[config.mk]
export PLATFORM = sky130hd
export DESIGN_NAME = mem_arbiter
export DESIGN_NICKNAME = d
export VERILOG_FILES = /design/src/rtl/mem_arbiter.sv
export SDC_FILE = /design/constraint.sdc
export NUM_CORES = 1
export LEC_CHECK = 0
export ABC_AREA = 1
export CAP_MARGIN = 15
export CORE_ASPECT_RATIO = 1.5
export CORE_MARGIN = 2
export CORE_UTILIZATION = 31
export CTS_CLUSTER_DIAMETER = 50
export DETAILED_ROUTE_END_ITERATION = 10
export PLACE_DENSITY_LB_ADDON = 0.25
export RECOVER_POWER = 100
export SLEW_MARGIN = 10
export SYNTH_ARGS = -nofsm -noshare
export SYNTH_HDL_FRONTEND = slang
export SYNTH_SLANG_ARGS = --single-unit
export TNS_END_PERCENT = 5
[constraint.sdc]
create_clock -name i_clk -period 1.58 [get_ports i_clk]
set_input_delay 0.237 -clock i_clk [delete_from_list [all_inputs] [get_ports i_clk]]
set_output_delay 0.237 -clock i_clk [all_outputs]
set_load 0.01 [all_outputs]
[src/rtl/mem_arbiter.sv]
// mem_arbiter: shares one request/ready/valid memory port between fetch and data, data-first with fetch starvation guard
module mem_arbiter #(
   parameter int STARVE_LIMIT = 4
) (
   input  logic        i_clk,
   input  logic        i_rst,
   input  logic        i_imem_req,
   input  logic [31:0] i_imem_addr,
   output logic        o_imem_ready,
   output logic        o_imem_valid,
   output logic [31:0] o_imem_rdata,
   input  logic        i_dmem_req,
   input  logic [31:0] i_dmem_addr,
   input  logic        i_dmem_wen,
   input  logic [31:0] i_dmem_wdata,
   input  logic [3:0]  i_dmem_mask,
   output logic        o_dmem_ready,
   output logic        o_dmem_valid,
   output logic [31:0] o_dmem_rdata,
   output logic        o_mem_req,
   output logic [31:0] o_mem_addr,
   output logic        o_mem_wen,
   output logic [31:0] o_mem_wdata,
   output logic [3:0]  o_mem_mask,
   input  logic        i_mem_ready,
   input  logic        i_mem_valid,
   input  logic [31:0] i_mem_rdata
);
   typedef enum logic [1:0] {IDLE, ISSUE, WAIT} state_t;
   state_t      state;
   logic        owner;
   logic [3:0]  starve_cnt;
   logic [31:0] lat_addr;
   logic [31:0] lat_wdata;
   logic        lat_wen;
   logic [3:0]  lat_mask;
   logic        idle;
   logic        starved;
   logic        grant_d;
   logic        grant_i;
   logic        resp;
   logic [31:0] sel_addr;
   always_comb begin
      idle     = state == IDLE && !i_rst;
      starved  = i_imem_req && starve_cnt == 4'(STARVE_LIMIT);
      grant_d  = idle && i_dmem_req && !starved;
      grant_i  = idle && i_imem_req && !grant_d;
      resp     = state == WAIT && i_mem_valid && !i_rst;
      sel_addr = grant_d ? i_dmem_addr : i_imem_addr;
   end
   assign o_imem_ready = grant_i;
   assign o_dmem_ready = grant_d;
   assign o_imem_valid = resp && !owner;
   assign o_dmem_valid = resp && owner;
   assign o_imem_rdata = o_imem_valid ? i_mem_rdata : '0;
   assign o_dmem_rdata = o_dmem_valid ? i_mem_rdata : '0;
   assign o_mem_req    = state == ISSUE;
   assign o_mem_addr   = lat_addr;
   assign o_mem_wen    = lat_wen;
   assign o_mem_wdata  = lat_wdata;
   assign o_mem_mask   = lat_mask;
   always_ff @(posedge i_clk) begin
      if (i_rst) begin
         state      <= IDLE;
         owner      <= 1'b0;
         starve_cnt <= '0;
         lat_addr   <= '0;
         lat_wdata  <= '0;
         lat_wen    <= 1'b0;
         lat_mask   <= '0;
      end else if (state == IDLE) begin
         if (grant_d || grant_i) begin
            owner     <= grant_d;
            lat_addr  <= sel_addr & ~32'd3;
            lat_wen   <= grant_d && i_dmem_wen;
            lat_wdata <= grant_d ? i_dmem_wdata : '0;
            lat_mask  <= grant_d ? i_dmem_mask : 4'hF;
            state     <= ISSUE;
         end
         starve_cnt <= (grant_i || !i_imem_req) ? '0 :
                       !grant_d ? starve_cnt :
                       starve_cnt == 4'(STARVE_LIMIT) ? starve_cnt : starve_cnt + 4'd1;
      end else if (state == ISSUE) begin
         state <= i_mem_ready ? WAIT : ISSUE;
      end else begin
         state <= i_mem_valid ? IDLE : WAIT;
      end
   end
endmodule
==> flow_summary.toml, run 1 <==
[finish]
drive_above_1_share_pct = 22.71
final_cell_mix = "clkdlybuf4s50_1, nand2_1, nor2_1"
fin_cells = 1022
utilization_pct = 61.28
fin_nets = 1008
area_growth_pct = 92.70
final_common_cell = "clkdlybuf4s50_1"
diodes = 0

[floorplanning]
rows = 48
die_h_um = 137.2
initial_utilization_pct = 31.80
dieWidth_um = 92.81
dieArea_mm2 = 0.01273
ioPinCount = 277
core_mm2 = 0.01153

[timing]
min_period_over_period_pct = 114.9
relSlewSlack_pct = 46.91
max_freq_ghz = 0.5510
drv_slew = 0
setup_slack_ns = -0.2348
setup_viol_count_final = 136
timing.hold.ws_ns = 0.3326
tightest_slew_ns = 0.7963
skew_ns = 0.009489
fin_setup_tns_ns = -12.72
hold_violations = 0
fin_crit_ns = 1.815
rsz0062_at_grt = "true"

[logic_synthesis]
yosys.area.top_type = "dfxtp_1"
synth-edff-count = 0
ys_warn_count = 0
syn-cell-area_mm2 = 0.003667
yosysSeqAreaShare_pct = 40.40
yosysTopAreaCellShare_pct = 40.40
netlist_instances = 584
synth-seq-cells = 74
syn_avg_cell_area_um2 = 6.280
ys_types = 25
ys.flop_type = "dfxtp_1"
async_flop_share_pct = 0
synth.area.top_cells = "dfxtp_1, nor2_1, nand2_1, inv_1, a21oi_1"

[detailed_routing]
drtAntennaViolNets = 0
route.vias.total = 4639
detail_route.wirelength_um = 14240
drt-wirelength-per-cell_um = 13.93
drt_iter0_drc = 159
remaining_drc_errors = 0
viasPerCell = 4.539
dr.pass1.iters = 4

[outcome]
violations = "setup timing"
status = "finished, violations left"

[placement]
numPortBuffers = 270
placedCellCount = 997
hpwl_um = 10260
place_congestion = 0.8238

[power]
p_leak_uw = 0.003307
clockPowerShare_pct = 27.5
ir_drop_mv = 0.6725
combPwrFrac_pct = 41.3
power_density_mw_per_mm2 = 1090
p_int_uw = 5039
switching_share_pct = 34.56
power_switching_uw = 2662
p_seq_share_pct = 31.2

[setup_path]
crit_path_max_fanout = 8
cp_common_cell = "nor2_2"
cp.arrival_ns = 1.58
path_cells = "inv_2, nand4_1, nor2_2, inv_4, clkbuf_16, nor2_2, buf_2"
cp_slowest_stage_delay_ns = 0.32
critPathRequiredTime_ns = 1.34
endpoint_kind = "primary output"
path_buf_inv = 4
worst_path_max_delay_cell = "dfxtp_2"
critPathKind = "flip-flop to primary output"
critPathTopFamily = "buffers and inverters"
start_kind = "flip-flop"

[min_path]
hp-class = "primary input to flip-flop"

[global_routing]
grt_max_degree = 70
grt_pass1_vias = 4256
grt_pass1_wl_um = 20380
grt_overflow = 0
antenna_found_initial = 1
grt_usage_pct = 20.19

[clocking]
cts_tree = "done"
htree_levels = 3
max-clock-path-buffers = 2
clk_pin_slew_ns = 0.06
cts-buffers-inserted = 9
cts-root-buf = "clkbuf_16"
worstSkewPairLatency_ns = 0.33
clock-sinks = 74

[flow_run]
max-cap-violations = 0
## flip-flops by register name (all words and copies together), names as in the netlist
| name | flops |
|---|---|
| o_mem_wdata | 32 |
| o_mem_addr | 30 |
| o_mem_mask | 4 |
| starve_cnt | 4 |
| state | 2 |
| o_mem_wen | 1 |
| owner | 1 |
## worst register-to-register path, cell delays in order, from the launching register on
cell     delay, ns
dfxtp_2       0.32
buf_4         0.13
nor2_2        0.20
nand2_1       0.12
buf_6         0.14
a21oi_4       0.24
buf_12        0.21
nand3_1       0.10
nand2_1       0.07
inv_1         0.04
## repair_timing
item | 4_1_cts | 5_1_grt
cloned | 1 | 4
endpoints found under the setup margin | 137 | 136
buffers inserted | 3 | 1
pin swaps | 4 | 16
gates resized for setup | 300 | 74
hold buffers | 0 | 0
## final timing paths
kind / start / end / slack [ns] / depth (start not counted)
max: state[0] / o_dmem_rdata[22] / -0.23 / 7
min: i_mem_valid / state[1] / 0.33 / 4
max reg2reg: state[0] / o_mem_addr[29] / -0.08 / 9
min reg2reg: o_mem_wdata[20] / o_mem_wdata[20] / 0.46 / 2
## routing by layer
layer	track usage [%]	routed length, µm
met5	0	0
met4	7.271	426
met3	7.330	1330
met2	39.05	7526
met1	19.27	4956
## synthesized netlist by cell type, drive strengths merged (2+ instances only)
library cell	instances
nor2	143
nand4	2
inv	75
xor2	2
ha	2
a21oi	38
clkbuf	19
nand2	136
buf	19
nand3	33
dfxtp	74
o21ai	36
## cell type report
| class | instances | area (µm²) |
|---|---|---|
| clock buffers | 9 | 225.2 |
| repair buffers | 309 | 2880 |
| inverters | 75 | 284.0 |
| fillers | 1037 | 4464 |
| multi-input cells | 398 | 1922 |
| flip-flops and latches | 74 | 1483 |
| clock inverters | 7 | 85.08 |
| well taps | 150 | 187.7 |
## metrics by stage
| stage | instance area [µm²] | setup slack, ns | power [µW] |
|---|---|---|---|
| 2_1_floorplan | 3671 | 0.03010 | 4013 |
| 3_3_place_gp | 6645 | -0.5897 | 5550 |
| 3_5_place_dp | 6645 | -0.6177 | 5625 |
| 4_1_cts | 6765 | -0.1759 | 7762 |
| 5_1_grt | 7067 | -0.3483 | 8188 |
| 6_report | 7067 | -0.2348 | 7701 |
## cell families after synthesis
kind of cell	Yosys count	share of synthesized area (%)
compound gates	77	11.02
xor+xnor	2	0.4777
buf+inv	113	13.37
simple gates	315	33.95
fa+ha+maj	2	0.6823
other cells	1	0.1023
flops	74	40.40
## power by group through the flow
stage               sequential [µW]  clock [µW]  combinational, µW
detailed placement             2440           0               3180
CTS                            2410        2160               3190
floorplan                      2600           0               1410
finish                         2410        2120               3180
global placement               2430           0               3120
global route                   2450        2250               3490
Note: power is estimated with default switching activity, not from simulation.
==> run 2: changes to the inputs <==
--- a/config.mk
+++ b/config.mk
@@ -18,4 +18,4 @@
 export SYNTH_ARGS = -nofsm -noshare
 export SYNTH_HDL_FRONTEND = slang
 export SYNTH_SLANG_ARGS = --single-unit
-export TNS_END_PERCENT = 5
+export TNS_END_PERCENT = 1
==> flow_summary.toml, run 2 (synthesis results as in run 1) <==
[detailed_routing]
dr.pass1.iters = 5
drt-wirelength-per-cell_um = 13.68
drt_iter0_drc = 149
detail_route.wirelength_um = 13950
drtAntennaViolNets = 0
route.vias.total = 4599
viasPerCell = 4.509
remaining_drc_errors = 0

[min_path]
hold_depth = 4
min_from = "i_mem_valid"
min_to = "state[1]"
hp-class = "primary input to flip-flop"

[global_routing]
grt_overflow = 0
grt_pass1_wl_um = 20380
antenna_found_initial = 1
met3_usage_pct = 7.330
grtUsageMet2_pct = 39.05
grt_util_met1_pct = 19.27
grt_pass1_vias = 4256
busiest_layer = "met2"
grt_max_degree = 70
grt_usage_pct = 20.19

[clocking]
clock-sinks = 74
worstSkewPairLatency_ns = 0.33
max-clock-path-buffers = 2
clk_pin_slew_ns = 0.06
htree_levels = 3
cts-root-buf = "clkbuf_16"
cts_tree = "done"
hold_buffers = 0
cts-buffers-inserted = 9

[finish]
drive_above_1_share_pct = 20.00
fin_nets = 1006
final_cell_mix = "clkdlybuf4s50_1, nand2_1, nor2_1"
utilization_pct = 60.39
area_growth_pct = 89.90
fin_cells = 1020
diodes = 0
largest_reg_flops = 32
final_common_cell = "clkdlybuf4s50_1"
stdcell_area_mm2 = 0.006964

[setup_path]
endpoint_kind = "primary output"
start_kind = "flip-flop"
path_cells = "inv_2, nand4_1, nor2_2, inv_4, clkbuf_16, nor2_2, buf_2"
crit_path_max_fanout = 8
cp_common_cell = "nor2_2"
critPathKind = "flip-flop to primary output"
timing.rr.end = "o_mem_addr[29]"
cp_slowest_stage_delay_ns = 0.32
critPathRequiredTime_ns = 1.34
r2r_start = "state[0]"
worst_path_max_delay_cell = "dfxtp_2"
cp.arrival_ns = 1.56
rrSetupSlack_ns = -0.08
reg2regPathDepth = 9

[timing]
min_period_over_period_pct = 113.5
hold_violations = 0
rsz0062_at_grt = "true"
tightest_slew_ns = 0.7897
relSlewSlack_pct = 47.36
fin_setup_tns_ns = -12.04
setup_viol_count_final = 135
fin_crit_ns = 1.794
drv_slew = 0
max_freq_ghz = 0.5574
skew_ns = 0.009539
setup_slack_ns = -0.2139

[power]
ir_drop_mv = 0.6710
power_density_mw_per_mm2 = 1100
p_leak_uw = 0.003292

[placement]
place_congestion = 0.8238
numPortBuffers = 270
hpwl_um = 10260
post_dp_cell_area_mm2 = 0.006645
dp_slack_ns = -0.6177
placedCellCount = 997

[floorplanning]
rows = 48
core_mm2 = 0.01153
dieArea_mm2 = 0.01273
initial_utilization_pct = 31.80
dieWidth_um = 92.81
die_h_um = 137.2
ioPinCount = 277

[flow_run]
max-cap-violations = 0

[outcome]
status = "finished, violations left"
violations = "setup timing"
[run 2: changes by cell type in the layout (fill, tap and decap cells not counted)]
cell,before,now
nor2_4,9,8
nor2_2,50,29
nor2_1,84,106
buf_6,16,14
clkbuf_16,12,11
buf_2,59,60
[run 2: through the flow]
step	total power, µW	hold WS (ns)
final	7659	0.3343
after global routing	8149	0.3278
after CTS	7762	0.3198
after detailed placement	5625	0.4543
after global placement	5550	0.4513
after floorplan	4013	0.3799
[run 2: final cells by class]
cell class	count	area, µm²
Clock buffer	9	225.2
Clock inverter	7	85.08
Fill cell	1052	4567
Inverter	75	284.0
Multi-Input combinational cell	398	1862
Sequential cell	74	1483
Tap cell	150	187.7
Timing Repair Buffer	307	2838
[run 2: where the power goes]
group | internal, µW | leakage (µW) | switching (µW)
Clock | 1260 | 0.000146 | 858
Sequential | 2230 | 0.000607 | 176
Combinational | 1540 | 0.00254 | 1600
Total | 5020 | 0.00329 | 2640
[run 2: how the worst max path moves through the flow]
stage | startpoint | endpoint | slack (ns) | cells past startpoint
after floorplan | i_rst | o_imem_rdata[10] | 0.03 | 7
after global placement | i_mem_valid | o_dmem_rdata[19] | -0.59 | 7
after detailed placement | i_mem_valid | o_dmem_rdata[19] | -0.62 | 7
after CTS | state[0] | o_imem_rdata[23] | -0.18 | 7
after global routing | state[0] | o_dmem_rdata[21] | -0.32 | 7
final | state[0] | o_dmem_rdata[22] | -0.21 | 7
[run 2: timing repair]
item                                    in CTS  in global routing
cloned                                       1                  2
setup buffers                                3                  1
resized for setup                          300                 50
pin swaps                                    4                 16
endpoints found under the setup margin     137                136
[run 2: layer usage]
| metal | part of all wire, % | wire length, µm | vias to the layer above |
|---|---|---|---|
| li1 | - | - | 2335 |
| met1 | 35 | 4861 | 2035 |
| met2 | 53 | 7417 | 204 |
| met3 | 9.6 | 1333 | 25 |
| met4 | 2.4 | 338 | 0 |
| met5 | 0 | 0 | - |
[run 2: critical path, delay by kind of cell (launching register included)]
kind	cells	cell delay, ns
buffers and inverters	4	0.47
flip-flops	1	0.32
AND/OR/NAND/NOR	3	0.42
==> run 3: changes to the inputs <==
--- a/config.mk
+++ b/config.mk
@@ -18,4 +18,4 @@
 export SYNTH_ARGS = -nofsm -noshare
 export SYNTH_HDL_FRONTEND = slang
 export SYNTH_SLANG_ARGS = --single-unit
-export TNS_END_PERCENT = 1
+export TNS_END_PERCENT = 10
==> constraint.sdc (replaced) <==
create_clock -name i_clk -period 1.58 [get_ports i_clk]
set_input_delay 0.237 -clock i_clk [delete_from_list [all_inputs] [get_ports i_clk]]
set_output_delay 0.237 -clock i_clk [all_outputs]
set_load 0.02 [all_outputs]
==> flow_summary.toml, run 3 (synthesis results as in run 1) <==
[outcome]
status = "finished, violations left"
violations = "setup timing"

[placement]
post_dp_cell_area_mm2 = 0.007168
placedCellCount = 1002
dp_slack_ns = -0.7716
hpwl_um = 10830
place_congestion = 0.8028
numPortBuffers = 270

[floorplanning]
initial_utilization_pct = 31.80
die_h_um = 137.2
ioPinCount = 277
dieArea_mm2 = 0.01273
core_mm2 = 0.01153
rows = 48
dieWidth_um = 92.81

[timing]
relSlewSlack_pct = 50.16
max_freq_ghz = 0.5517
min_period_over_period_pct = 114.7
drv_slew = 0
skew_ns = 0.005743
fin_crit_ns = 1.812
setup_slack_ns = -0.2325
tightest_slew_ns = 0.7476
timing.hold.ws_ns = 0.3213
setup_viol_count_final = 100
rsz0062_at_grt = "true"
hold_violations = 0

[power]
p_leak_uw = 0.003353
ir_drop_mv = 0.6646
totalPowerFinal_uw = 8733
power_density_mw_per_mm2 = 1114

[setup_path]
endpoint_kind = "primary output"
crit_path_max_fanout = 15
timing.rr.end = "o_mem_addr[11]"
rrSetupSlack_ns = -0.07
reg2regPathDepth = 10
critPathRequiredTime_ns = 1.34
path_buf_inv = 4
r2r_start = "state[0]"
cp.arrival_ns = 1.58
cp_slowest_stage_delay_ns = 0.32
path_cells = "inv_2, nand4_1, nor2_4, inv_4, buf_12, nor2_4, buf_6"
critPathTopFamily = "simple AND/OR/NAND/NOR gates"
start_kind = "flip-flop"
critPathKind = "flip-flop to primary output"
startpoint = "state[0]"
worst_path_max_delay_cell = "dfxtp_2"
cp_common_cell = "nor2_4"

[detailed_routing]
dr.pass1.iters = 4
detail_route.wirelength_um = 14400
drt-wirelength-per-cell_um = 13.96
drtAntennaViolNets = 0
drt_iter0_drc = 136
viasPerCell = 4.562
remaining_drc_errors = 0
route.vias.total = 4708

[finish]
drive_above_1_share_pct = 25.74
diodes = 0
final_cell_mix = "clkdlybuf4s50_1, nand2_1, nor2_1"
fin_nets = 1018
final_common_cell = "clkdlybuf4s50_1"
area_growth_pct = 113.8
largest_reg_flops = 32
fin_cells = 1032
stdcell_area_mm2 = 0.007840

[min_path]
hold_depth = 4
hp-class = "primary input to flip-flop"
min_to = "state[1]"
min_from = "i_mem_valid"

[global_routing]
grt_usage_pct = 21.28
grt_max_degree = 70
grt_pass1_wl_um = 21430
grt_pass1_vias = 4567
grt_overflow = 0
antenna_found_initial = 0

[clocking]
cts_tree = "done"
worstSkewPairLatency_ns = 0.33
cts-root-buf = "clkbuf_16"
htree_levels = 3
cts-buffers-inserted = 9
clk_pin_slew_ns = 0.06
max-clock-path-buffers = 2
clock-sinks = 74

[flow_run]
max-cap-violations = 0
run 3: cell type report:
cell class | count | area [µm²]
tap | 150 | 187.7
timing repair buffer | 319 | 3261
sequential | 74 | 1485
inverter | 75 | 292.8
clock inverter | 5 | 125.1
fill | 947 | 3691
clock buffer | 11 | 242.7
multi-input combinational | 398 | 2246
run 3: through the flow:
stage / TNS (ns) / utilization [%]
6_report: -14.78 / 67.99
5_1_grt: -26.85 / 67.99
4_1_cts: -19.95 / 66.21
3_5_place_dp: -64.44 / 62.16
3_3_place_gp: -59.63 / 62.16
2_1_floorplan: 0 / -
run 3: timing repair:
item                       4_1_cts  5_1_grt
gates cloned                     0        2
hold buffers                     0        0
setup buffers                    2       11
pin swaps                        4       16
resized for setup              414       46
setup endpoints to repair      139      143
run 3: power by group:
part / internal, µW / switching, µW
combinational: 1740 / 2060
sequential: 2230 / 195
clock: 1740 / 765
run 3: worst max path at each step:
stage / end / cells after the start / slack [ns]
floorplan: o_imem_ready / 6 / 0.01
global placement: o_imem_rdata[0] / 7 / -0.73
detailed placement: o_dmem_rdata[21] / 7 / -0.77
CTS: o_dmem_ready / 7 / -0.26
global route: o_imem_rdata[31] / 7 / -0.33
finish: o_imem_rdata[21] / 7 / -0.23
run 3: routing by layer:
metal | share of wire, % | global-route usage [%] | wire length, µm | vias to the layer above
met3 | 9.0 | 7.002 | 1300 | 23
li1 | - | - | - | 2363
met2 | 56 | 41.59 | 8022 | 207
met5 | 0 | 0 | 0 | -
met4 | 2.6 | 9.395 | 372 | 0
met1 | 33 | 19.69 | 4708 | 2115
run 3: worst min-delay path, stage by stage:
cell,delay [ns]
dlygate4sd2_1,0.22
nand2_1,0.06
nand2_1,0.06
nor2_1,0.04
